**src/rtl/reg_writeback_queue.sv**
```systemverilog
// In-order write-back queue for the MERC-16 register file: merges ALU and load-unit writes,
// drains one per cycle onto the single write port, and reports pending writes for hazard checks.
module reg_writeback_queue #(
  parameter int DATA_WIDTH = 16,
  parameter int ADDR_WIDTH = 4,
  parameter int DEPTH      = 4
) (
  input  logic                         Clock,
  input  logic                         Reset,
  input  logic                         AluValid,
  output logic                         AluReady,
  input  logic [ADDR_WIDTH-1:0]        AluAddr,
  input  logic [DATA_WIDTH-1:0]        AluData,
  input  logic                         MemValid,
  output logic                         MemReady,
  input  logic [ADDR_WIDTH-1:0]        MemAddr,
  input  logic [DATA_WIDTH-1:0]        MemData,
  output logic [ADDR_WIDTH-1:0]        WriteAddr,
  output logic [DATA_WIDTH-1:0]        WriteData,
  output logic                         WriteEnable,
  input  logic [ADDR_WIDTH-1:0]        QueryAddrA,
  input  logic [ADDR_WIDTH-1:0]        QueryAddrB,
  output logic                         PendingA,
  output logic                         PendingB,
  output logic [$clog2(DEPTH+1)-1:0]   Count,
  output logic                         Full,
  output logic                         Empty
);

  localparam int PW = $clog2(DEPTH);
  localparam int CW = $clog2(DEPTH+1);

  logic [ADDR_WIDTH-1:0] addr_mem [DEPTH];
  logic [DATA_WIDTH-1:0] data_mem [DEPTH];

  logic [PW-1:0]         rd_ptr_reg;
  logic [PW-1:0]         wr_ptr_reg;
  logic [CW-1:0]         count_reg;
  logic                  we_reg;
  logic [ADDR_WIDTH-1:0] wa_reg;
  logic [DATA_WIDTH-1:0] wd_reg;

  logic                  mem_fire;
  logic                  alu_fire;
  logic                  push;
  logic                  pop;
  logic [ADDR_WIDTH-1:0] push_addr;
  logic [DATA_WIDTH-1:0] push_data;
  logic [DEPTH-1:0]      hit_a;
  logic [DEPTH-1:0]      hit_b;

  assign Full     = (count_reg == CW'(DEPTH));
  assign Empty    = (count_reg == '0);
  assign Count    = count_reg;
  assign MemReady = ~Reset & ~Full;
  // Loads are older than ALU results, so the load unit always wins a tie.
  assign AluReady = ~Reset & ~Full & ~MemValid;

  assign mem_fire  = MemValid & MemReady;
  assign alu_fire  = AluValid & AluReady;
  assign push_addr = mem_fire ? MemAddr : AluAddr;
  assign push_data = mem_fire ? MemData : AluData;
  // Writes to r0 are acknowledged but dropped; r0 is hardwired zero.
  assign push      = (mem_fire | alu_fire) & (push_addr != '0);
  assign pop       = (count_reg != '0);

  assign WriteEnable = we_reg;
  assign WriteAddr   = wa_reg;
  assign WriteData   = wd_reg;

  always_ff @(posedge Clock) begin
    if (push) begin
      addr_mem[wr_ptr_reg] <= push_addr;
      data_mem[wr_ptr_reg] <= push_data;
    end
  end

  always_ff @(posedge Clock) begin
    if (Reset) begin
      rd_ptr_reg <= '0;
      wr_ptr_reg <= '0;
      count_reg  <= '0;
      we_reg     <= 1'b0;
      wa_reg     <= '0;
      wd_reg     <= '0;
    end else begin
      if (push) begin
        wr_ptr_reg <= wr_ptr_reg + PW'(1);
      end
      if (pop) begin
        we_reg     <= 1'b1;
        wa_reg     <= addr_mem[rd_ptr_reg];
        wd_reg     <= data_mem[rd_ptr_reg];
        rd_ptr_reg <= rd_ptr_reg + PW'(1);
      end else begin
        we_reg <= 1'b0;
      end
      if (push & ~pop) begin
        count_reg <= count_reg + CW'(1);
      end else if (pop & ~push) begin
        count_reg <= count_reg - CW'(1);
      end
    end
  end

  // Entry gi counted from the head is live when it lies below the occupancy.
  for (genvar gi = 0; gi < DEPTH; gi++) begin : g_hit
    logic [PW-1:0] idx;
    logic          live;
    assign idx       = rd_ptr_reg + PW'(gi);
    assign live      = (CW'(gi) < count_reg);
    assign hit_a[gi] = live & (addr_mem[idx] == QueryAddrA);
    assign hit_b[gi] = live & (addr_mem[idx] == QueryAddrB);
  end

  assign PendingA = (QueryAddrA != '0) & ((|hit_a) | (we_reg & (wa_reg == QueryAddrA)));
  assign PendingB = (QueryAddrB != '0) & ((|hit_b) | (we_reg & (wa_reg == QueryAddrB)));

endmodule

```
**config.mk**
```make
export PLATFORM = sky130hd
export DESIGN_NAME = reg_writeback_queue
export DESIGN_NICKNAME = d
export VERILOG_FILES = /design/src/rtl/reg_writeback_queue.sv
export SDC_FILE = /design/constraint.sdc
export NUM_CORES = 1
export LEC_CHECK = 0
export BUFFER_PORTS_ARGS = -buffer_cell sky130_fd_sc_hd__buf_2
export CORE_ASPECT_RATIO = 0.7
export CORE_UTILIZATION = 35
export DETAILED_ROUTE_END_ITERATION = 10
export PLACE_DENSITY = 0.55
export SYNTH_ARGS = -nofsm -noshare
export SYNTH_HDL_FRONTEND = slang
export SYNTH_SLANG_ARGS = --single-unit
```
**constraint.sdc**
```tcl
create_clock -name Clock -period 2.99 [get_ports Clock]
set_input_delay 0.7475 -clock Clock [delete_from_list [all_inputs] [get_ports Clock]]
set_output_delay 0.7475 -clock Clock [all_outputs]
set_load 0.005 [all_outputs]
```
==> reports/metrics.csv, run 1 <==
metric,value,unit
Inst Count DP,631,
routed vias/inst,4.95,
Post-synth top cells,"edfxtp_1 (80), nand2_1 (42), dfxtp_1 (30)",
Most used DFF post-synth,edfxtp_1,
Starting Density,36.6,%
#FFs+latches synth,110,
Total Power,0.00543,W
Placement Cell Area,0.00591,mm^2
largest family of logic cells by synthesized area,multiplexers,
Hold Fails Final Rpt,0,
CTS Buf Count,9,
grt total ovfl,0,
WL/cell,17.3,um
Max IR drop VDD,0.344,mV
deepest clock path buffer count,2,
number of flops mapped to enable cells by yosys,80,
most common cell in the synthesized netlist,edfxtp_1,
die area,0.0154,mm^2
number of DRC markers in iteration 0,185,
Total Negative Setup Slacks,0,ns
Clock Latency Late Sink,0.34,ns
Post-Syn Area per Cell,14.2,um^2
delay of the slowest critical-path stage,0.57,ns
clock slew seen by the registers of the worst setup and hold paths,0.07,ns
Final setup viols,0,
Leak,2.34,nW
vias in the first global route,3308,
post-synthesis net count,428,
clk sinks,110,
number of routed nets with antenna violations,0,
RSZ-0062 raised after global routing,true,
synthesized instance count,367,
largest reg by FF count,data_mem,
Syn. warnings,0,
CTS HTree Levels,3,
post-synthesis mux area share,19.3,%
CP Max Fanout,4,
Layout Cells excl Fill,655,
die span in x,148,um
crit path kind,register to output port,
leading post-synthesis cells by cell area,"edfxtp_1 (46%), dfxtp_1 (12%), mux4_2 (9.5%)",
XOR/XNOR Fraction of Synth Area,7.41,%
"area leader, netlist",edfxtp_1,
Synth Area in Adders,2.16,%
Worst path slowest cell,mux4_2,
status,finished clean,
Compound-Gate Fraction of Synth Area,3.85,%
Most Frequent Cell on Critical Path,a31oi_1,
initial antenna violation count,0,
mapped cell area,0.00520,mm^2
Syn-to-layout area delta,20.4,%
Tmin final,2.96,ns
CP cell instances,"mux4_2, buf_6, xor2_1, nor3_1, a31oi_1, a31oi_1, buf_2",
Max-slew headroom,74.7,%
detailed-route via count,3242,
pin count of the biggest net entering global routing,31,
root buffer cell,clkbuf_16,
asr flop ratio synth,0,%
Worst Tran Pin Value,0.380,ns
router iterations before antenna repair,4,
layout cells sized above 1,37.2,%
Startpoint Class,register,
WP data arrival,2.22,ns
post-synth top area share,46.2,%
ANT cells,0,
fmax,337,MHz
first-pass GRT wire length,17900,um
sequential cell area fraction in the yosys report,57.7,%
total core area,0.0142,mm^2
nets,521,
Crit path required time,2.24,ns
Hold Buf Count CTS,0,
Final Cycle Share,99.1,%
GPL Wtd Cong,0.878,
hold crit path type,register to register,
gr usage total,15.4,%
CTS tree,yes,
DRC viols,0,
Yosys cell types,31,
Worst Skew,0.0109,ns
# rows,36,
Die Span Y,104,um
Final Slew Violations,0,
Largest register FFs,64,
DP Wirelength,7790,um
"Design Area, Final",0.00627,mm^2
total wire length,11300,um
IO Port Bufs,81,
simple-gate share of the synthesized area,6.49,%
Top Ports,82,
power density cells,866,mW/mm^2
number of max-cap violations,0,
Crit. End Element,output port,
==> what timing repair did <==
| item | in CTS | in global routing |
|---|---|---|
| endpoints found under the hold margin | 0 | 0 |
| cloned | 0 | 1 |
| setup buffers | 6 | 1 |
| resized for setup | 13 | 7 |
| setup endpoints to repair | 2 | 2 |
| pin swaps | 0 | 1 |
==> power breakdown <==
part	switching [W]	leakage (nW)	internal, W
Clock	0.000521	0.121	0.000572
Sequential	0.000173	0.978	0.00192
Combinational	0.00115	1.24	0.00109
==> critical path: cells and delay by family (launching register included) <==
| kind | cells | cell delay (ns) |
|---|---|---|
| AOI/OAI and AO/OA | 2 | 0.25 |
| xor gates and xnor gates | 1 | 0.13 |
| buffers and inverters | 2 | 0.29 |
| DFF | 1 | 0.45 |
| muxes | 1 | 0.57 |
| and+or+nand+nor | 1 | 0.20 |
==> logic make-up after synthesis <==
group,Yosys count
buf+inv,35
xor+xnor,44
mux,56
flops,110
fa+ha+maj,9
simple gates,77
compound gates,36
==> worst paths after layout <==
kind	to	startpoint	slack [ns]	cells past startpoint
hold / removal	WriteData[1]	WriteData[1]	0.45	2
setup / recovery	PendingB	addr_mem[3][1]	0.03	7
hold reg to reg	WriteData[1]	WriteData[1]	0.45	2
setup reg to reg	Count[2]	Count[1]	0.34	10
==> final cells by class <==
cell class                      instances  area, um^2
Clock buffer                           12         236
Clock inverter                          4        33.8
Fill cell                            1346        7970
Inverter                               10        37.5
Multi-Input combinational cell        222        2050
Sequential cell                       110        3010
Tap cell                              190         238
Timing Repair Buffer                  107         663
==> metrics by stage <==
step / util [%] / hold WS (ns) / worst slack (ns)
3_3_place_gp: 41.5 / 0.440 / 0.246
6_report: 44.0 / 0.451 / 0.0262
2_1_floorplan: - / 0.448 / 0.259
5_1_grt: 44.0 / 0.473 / -0.0944
3_5_place_dp: 41.5 / 0.447 / 0.148
4_1_cts: 43.8 / 0.457 / 0.0153
==> metal layers <==
| layer | vias up | GRT usage, % | part of all wire, % | wire length (um) |
|---|---|---|---|---|
| met5 | - | 0 | 0 | 0 |
| met4 | 0 | 3.68 | 0.54 | 61 |
| met3 | 6 | 3.20 | 4.4 | 497 |
| met2 | 81 | 24.1 | 47 | 5320 |
| met1 | 1616 | 21.8 | 48 | 5420 |
| li1 | 1539 | - | - | - |
==> cell usage in the layout, fill, tap and decap left out, drive strengths merged <==
cell type  instances
clkbuf            12
o21ai              2
buf              107
nand3              4
inv               11
a21oi             25
nor4               2
nor2               9
ha                 9
dfxtp             30
mux2              18
nor3              11
nand2b             1
nand2             42
mux4              30
mux2i              8
a31oi              6
clkinvlp           3
nor3b              2
edfxtp            80
a41o               1
o311ai             2
and2               5
or3                1
xor2              23
xnor2             21
Note: power is estimated with default switching activity, not from simulation.
==> run 2, diff against run 1 <==
- CORE_ASPECT_RATIO: 0.7 -> 0.75
==> reports/metrics.csv, run 2 (same netlist as run 1, synthesis figures left out) <==
metric,value,unit,change
CTS tree,yes,,
Die Span Y,108,um,+3.4%
routed vias/inst,4.82,,-2.7%
Tmin final,2.97,ns,+0.00937 ns
gr usage total,15.6,%,+0.25 points
CTS Buf Count,9,,unchanged
gr busiest metal,met2,,
DP Wirelength,8090,um,+3.9%
largest reg by FF count,data_mem,,
IO Port Bufs,81,,unchanged
Final Cycle Share,99.4,%,+0.31 points
"most common cell after layout, fill and taps aside",buf_2,,
final core utilization,43.7,%,-0.35 points
Largest register FFs,64,,unchanged
Layout Cells excl Fill,668,,+2.0%
Max IR drop VDD,0.487,mV,+42%
clock slew seen by the registers of the worst setup and hold paths,0.08,ns,about the same
DRC viols,0,,unchanged
number of DRC markers in iteration 0,141,,-24%
Max-slew headroom,67.1,%,-7.5 points
Hold Buf Count CTS,0,,unchanged
WL/cell,16.9,um,-1.9%
Crit. End Element,output port,,
Top Ports,82,,unchanged
detailed-route via count,3217,,-0.77%
first-pass GRT wire length,17600,um,-1.7%
Starting Density,35.9,%,-0.68 points
clk sinks,110,,unchanged
crit path kind,register to output port,,
initial antenna violation count,0,,unchanged
Crit path required time,2.24,ns,about the same
Final setup viols,0,,unchanged
power density cells,874,mW/mm^2,+0.83%
met2 Resource Use GR,25.2,%,+1.2 points
deepest clock path buffer count,2,,unchanged
Worst Skew,0.0102,ns,-0.000694 ns
nets,524,,+0.58%
CP Max Fanout,8,,+4
Hold Fails Final Rpt,0,,unchanged
router iterations before antenna repair,6,,+2
Worst Tran Pin Value,0.492,ns,+0.113 ns
Final Slew Violations,0,,unchanged
CTS HTree Levels,3,,unchanged
die span in x,143,um,-3.3%
grt total ovfl,0,,unchanged
number of max-cap violations,0,,unchanged
grt met1 use,21.0,%,-0.80 points
vias in the first global route,3186,,-3.7%
status,finished clean,,
Final WS setup,0.0168,ns,-0.00937 ns
Placement Cell Area,0.00592,mm^2,+0.13%
number of routed nets with antenna violations,0,,unchanged
total core area,0.0145,mm^2,+1.9%
most frequent cells in the layout,"buf_2 (81), edfxtp_1 (80), nand2_1 (42), mux4_2 (28)",,
hold crit path type,register to register,,
# rows,38,,+5.6%
Clock Latency Late Sink,0.35,ns,about the same
Inst Count DP,647,,+2.5%
"Design Area, Final",0.00633,mm^2,+1.1%
dpl ws,0.108,ns,-0.0399 ns
Leak,2.39,nW,+2.2%
layout cells sized above 1,40.4,%,+3.2 points
total wire length,11300,um,unchanged
pin count of the biggest net entering global routing,31,,unchanged
GPL Wtd Cong,0.783,,-11%
WP data arrival,2.23,ns,about the same
Startpoint Class,register,,
RSZ-0062 raised after global routing,true,,
ANT cells,0,,unchanged
fmax,336,MHz,-0.32%
root buffer cell,clkbuf_16,,
die area,0.0154,mm^2,about the same
Syn-to-layout area delta,21.7,%,
GRT met3 Usage,3.25,%,+0.046 points
run 2: worst max-delay path, stage by stage, from the launching register on:
cell     delay [ns]
dfxtp_4        0.38
buf_12         0.13
mux4_2         0.57
xnor2_2        0.19
nand3_2        0.11
nor3_2         0.11
a31oi_1        0.07
a31oi_1        0.18
buf_2          0.13
run 2: layout make-up:
class / count / area [um^2]
flip-flops and latches: 110 / 3010
clock inverters: 6 / 56.3
well taps: 200 / 250
fillers: 1362 / 8170
repair buffers: 110 / 639
multi-input cells: 222 / 2100
inverters: 10 / 37.5
clock buffers: 10 / 239
run 2: path summary, 6_finish.rpt:
kind | start | cells after the start | slack (ns) | to
max | rd_ptr_reg[0] | 8 | 0.02 | PendingA
min | WriteData[1] | 2 | 0.45 | WriteData[1]
max reg2reg | Count[0] | 10 | 0.26 | Count[2]
min reg2reg | WriteData[1] | 2 | 0.45 | WriteData[1]
run 2: routing by layer:
metal / vias up / share of wire (%)
li1: 1542 / -
met1: 1599 / 49
met2: 68 / 46
met3: 8 / 4.0
met4: 0 / 1.0
met5: - / 0
run 2: per-stage QoR:
step / hold slack, ns / total power [W] / setup TNS, ns
global placement: 0.440 / 0.00425 / 0
global route: 0.469 / 0.00589 / -0.152
detailed placement: 0.440 / 0.00428 / 0
finish: 0.448 / 0.00553 / 0
floorplan: 0.448 / 0.00357 / 0
CTS: 0.451 / 0.00555 / -0.00574
run 2: power breakdown:
group	switching, W	internal [W]	total (W)	leakage [nW]
Clock	0.000545	0.000602	0.00115	0.140
Sequential	0.000173	0.00193	0.00210	0.978
Combinational	0.00118	0.00111	0.00228	1.27
Total	0.00189	0.00364	0.00553	2.39
run 2: timing repair:
| item | CTS | global route |
|---|---|---|
| pin swaps | 3 | 10 |
| buffers inserted | 4 | 1 |
| setup endpoints to repair | 2 | 2 |
| resized for setup | 15 | 10 |
==> run 3, diff against run 2 <==
- CORE_UTILIZATION: 35 -> 57
- PLACE_DENSITY: 0.55 -> 0.81
==> reports/metrics.csv, run 3 (same netlist as run 1, synthesis figures left out) <==
metric,value,unit,change
status,"finished, violations left",,
violated checks,"design-rule violations, negative setup slack",,
pin count of the biggest net entering global routing,31,,unchanged
IO Port Bufs,81,,unchanged
WL/cell,19.6,um,+16%
hold crit path type,register to register,,
die span in x,112,um,-21%
met2 Resource Use GR,40.0,%,+15 points
clock slew seen by the registers of the worst setup and hold paths,0.06,ns,-0.02 ns
CTS tree,yes,,
final core utilization,72.2,%,+29 points
Reg area,0.00301,mm^2,unchanged
path depth of the worst reg2reg path,10,,unchanged
Tmin final,3.00,ns,+0.0273 ns
Max-slew headroom,76.4,%,+9.3 points
Total Negative Setup Slacks,-0.0105,ns,-0.0105 ns
grt met1 use,31.3,%,+10 points
Final setup viols,1,,+1
Hold Buf Count CTS,0,,unchanged
Final WS setup,-0.0105,ns,-0.0273 ns
Max IR drop VDD,0.471,mV,-3.4%
die area,0.00952,mm^2,-38%
Leak,2.39,nW,+0.17%
Worst Tran Pin Value,0.354,ns,-0.139 ns
Filler Cell Count,558,,-59%
gr busiest metal,met2,,
GRT met3 Usage,7.58,%,+4.3 points
number of max-cap violations,0,,unchanged
Crit. End Element,output port,,
clk sinks,110,,unchanged
Total Power,0.00562,W,+1.5%
CTS HTree Levels,3,,unchanged
Startpoint Class,register,,
Crit path required time,2.24,ns,about the same
Top Ports,82,,unchanged
"Design Area, Final",0.00626,mm^2,-1.2%
Die Span Y,84.7,um,-21%
Clock Latency Late Sink,0.35,ns,about the same
delay of the slowest critical-path stage,0.56,ns,about the same
number of routed nets with antenna violations,0,,unchanged
root buffer cell,clkbuf_16,,
Placement Cell Area,0.00578,mm^2,-2.3%
Largest register FFs,64,,unchanged
routed vias/inst,5.84,,+21%
most frequent cells in the layout,"buf_2 (81), edfxtp_1 (80), nand2_1 (42), mux4_2 (29), dfxtp_1 (27)",,
CTS Buf Count,9,,unchanged
CP Max Fanout,3,,-5
total wire length,11300,um,-0.19%
R2R Path End,Count[2],,
detailed-route via count,3368,,+4.7%
number of DRC markers in iteration 0,219,,+55%
largest reg by FF count,data_mem,,
Syn-to-layout area delta,20.3,%,
Hold Fails Final Rpt,0,,unchanged
# rows,29,,-24%
Worst Skew,0.00685,ns,-0.00338 ns
gr usage total,24.2,%,+8.6 points
WP data arrival,2.25,ns,+0.02 ns
layout cells sized above 1,39.4,%,-0.94 points
CP cell instances,"mux4_2, buf_6, xor2_2, nor3_2, o311ai_1, a31oi_1, buf_2",,
deepest clock path buffer count,2,,unchanged
total core area,0.00867,mm^2,-40%
HP Start,WriteData[4],,
vias in the first global route,3251,,+2.0%
fmax,333,MHz,-0.91%
Final Cycle Share,100,%,+0.91 points
DP Wirelength,7370,um,-8.9%
router iterations before antenna repair,7,,+1
initial antenna violation count,0,,unchanged
Worst path slowest cell,mux4_2,,
"most common cell after layout, fill and taps aside",buf_2,,
DRC viols,4,,+4
Final Slew Violations,0,,unchanged
hold endpoint,WriteData[4],,
crit path kind,register to output port,,
RSZ-0062 raised after global routing,true,,
grt total ovfl,0,,unchanged
Hold Path Stages,2,,unchanged
power density cells,897,mW/mm^2,+2.7%
R2R Path Start,Count[0],,
first-pass GRT wire length,16900,um,-3.8%
footprint of the multi-input gates,0.00209,mm^2,-0.42%
ANT cells,0,,unchanged
Starting Density,60.0,%,+24 points
nets,525,,+0.19%
flop-to-flop setup slack,0.32,ns,+0.06 ns
GPL Wtd Cong,0.891,,+14%
==> run 3: cell types whose count changed in the layout (fill, tap and decap cells not counted), sizes merged <==
cell	change
buf	+1
bufinv	+2
clkbuf	+2
clkinv	-1
clkinvlp	-2
inv	-1
==> run 3: final cells by class <==
cell class	instances	share of cell area [%]
repair buffers	111	10.8
flip-flops and latches	110	48.1
inverters	10	0.600
clock inverters	4	1.16
well taps	108	2.16
multi-input cells	222	33.4
clock buffers	12	3.78
==> run 3: worst max-delay path: cells and delay by family (launching register included) <==
| family | cells | cell delay [ns] |
|---|---|---|
| buffers and inverters | 2 | 0.29 |
| muxes | 1 | 0.56 |
| and+or+nand+nor | 1 | 0.17 |
| AOI/OAI and AO/OA | 2 | 0.30 |
| DFF | 1 | 0.44 |
| xor gates and xnor gates | 1 | 0.14 |
==> run 3: routing by layer <==
| layer | routed length (um) | part of all wire (%) | vias to the layer above |
|---|---|---|---|
| met5 | 0 | 0 | - |
| met4 | 78 | 0.69 | 0 |
| met1 | 4750 | 42 | 1684 |
| met3 | 920 | 8.2 | 9 |
| li1 | - | - | 1547 |
| met2 | 5530 | 49 | 128 |
==> run 3: repair_timing <==
| item | 4_1_cts | 5_1_grt |
|---|---|---|
| endpoints found under the setup margin | 2 | 2 |
| buffers inserted | 6 | 9 |
| gates resized for setup | 15 | 14 |
| pin swaps | 7 | 11 |
| hold endpoints to repair | 0 | 0 |
==> run 3: stage by stage <==
step | std cells | hold WS, ns | setup slack (ns)
after global routing | 577 | 0.463 | -0.0652
after floorplan | 367 | 0.448 | 0.259
after detailed placement | 547 | 0.442 | 0.173
final | 577 | 0.452 | -0.0105
after CTS | 568 | 0.451 | -0.000390
after global placement | 547 | 0.439 | 0.265
==> run 3: worst max-delay path by stage <==
stage / slack, ns / endpoint / depth (start not counted) / startpoint
detailed placement: 0.17 / PendingB / 7 / register
floorplan: 0.26 / addr_mem[0][0] / 9 / Count[0]
CTS: -0.0004 / PendingB / 7 / addr_mem[0][3]
global placement: 0.27 / Count[2] / 9 / Reset
global route: -0.07 / PendingA / 7 / addr_mem[2][0]
finish: -0.01 / PendingA / 7 / addr_mem[2][0]
==> run 3: power by group <==
group	switching, W	internal (W)
combinational	0.00117	0.00109
sequential	0.000191	0.00193
clock	0.000496	0.000735
total	0.00186	0.00376
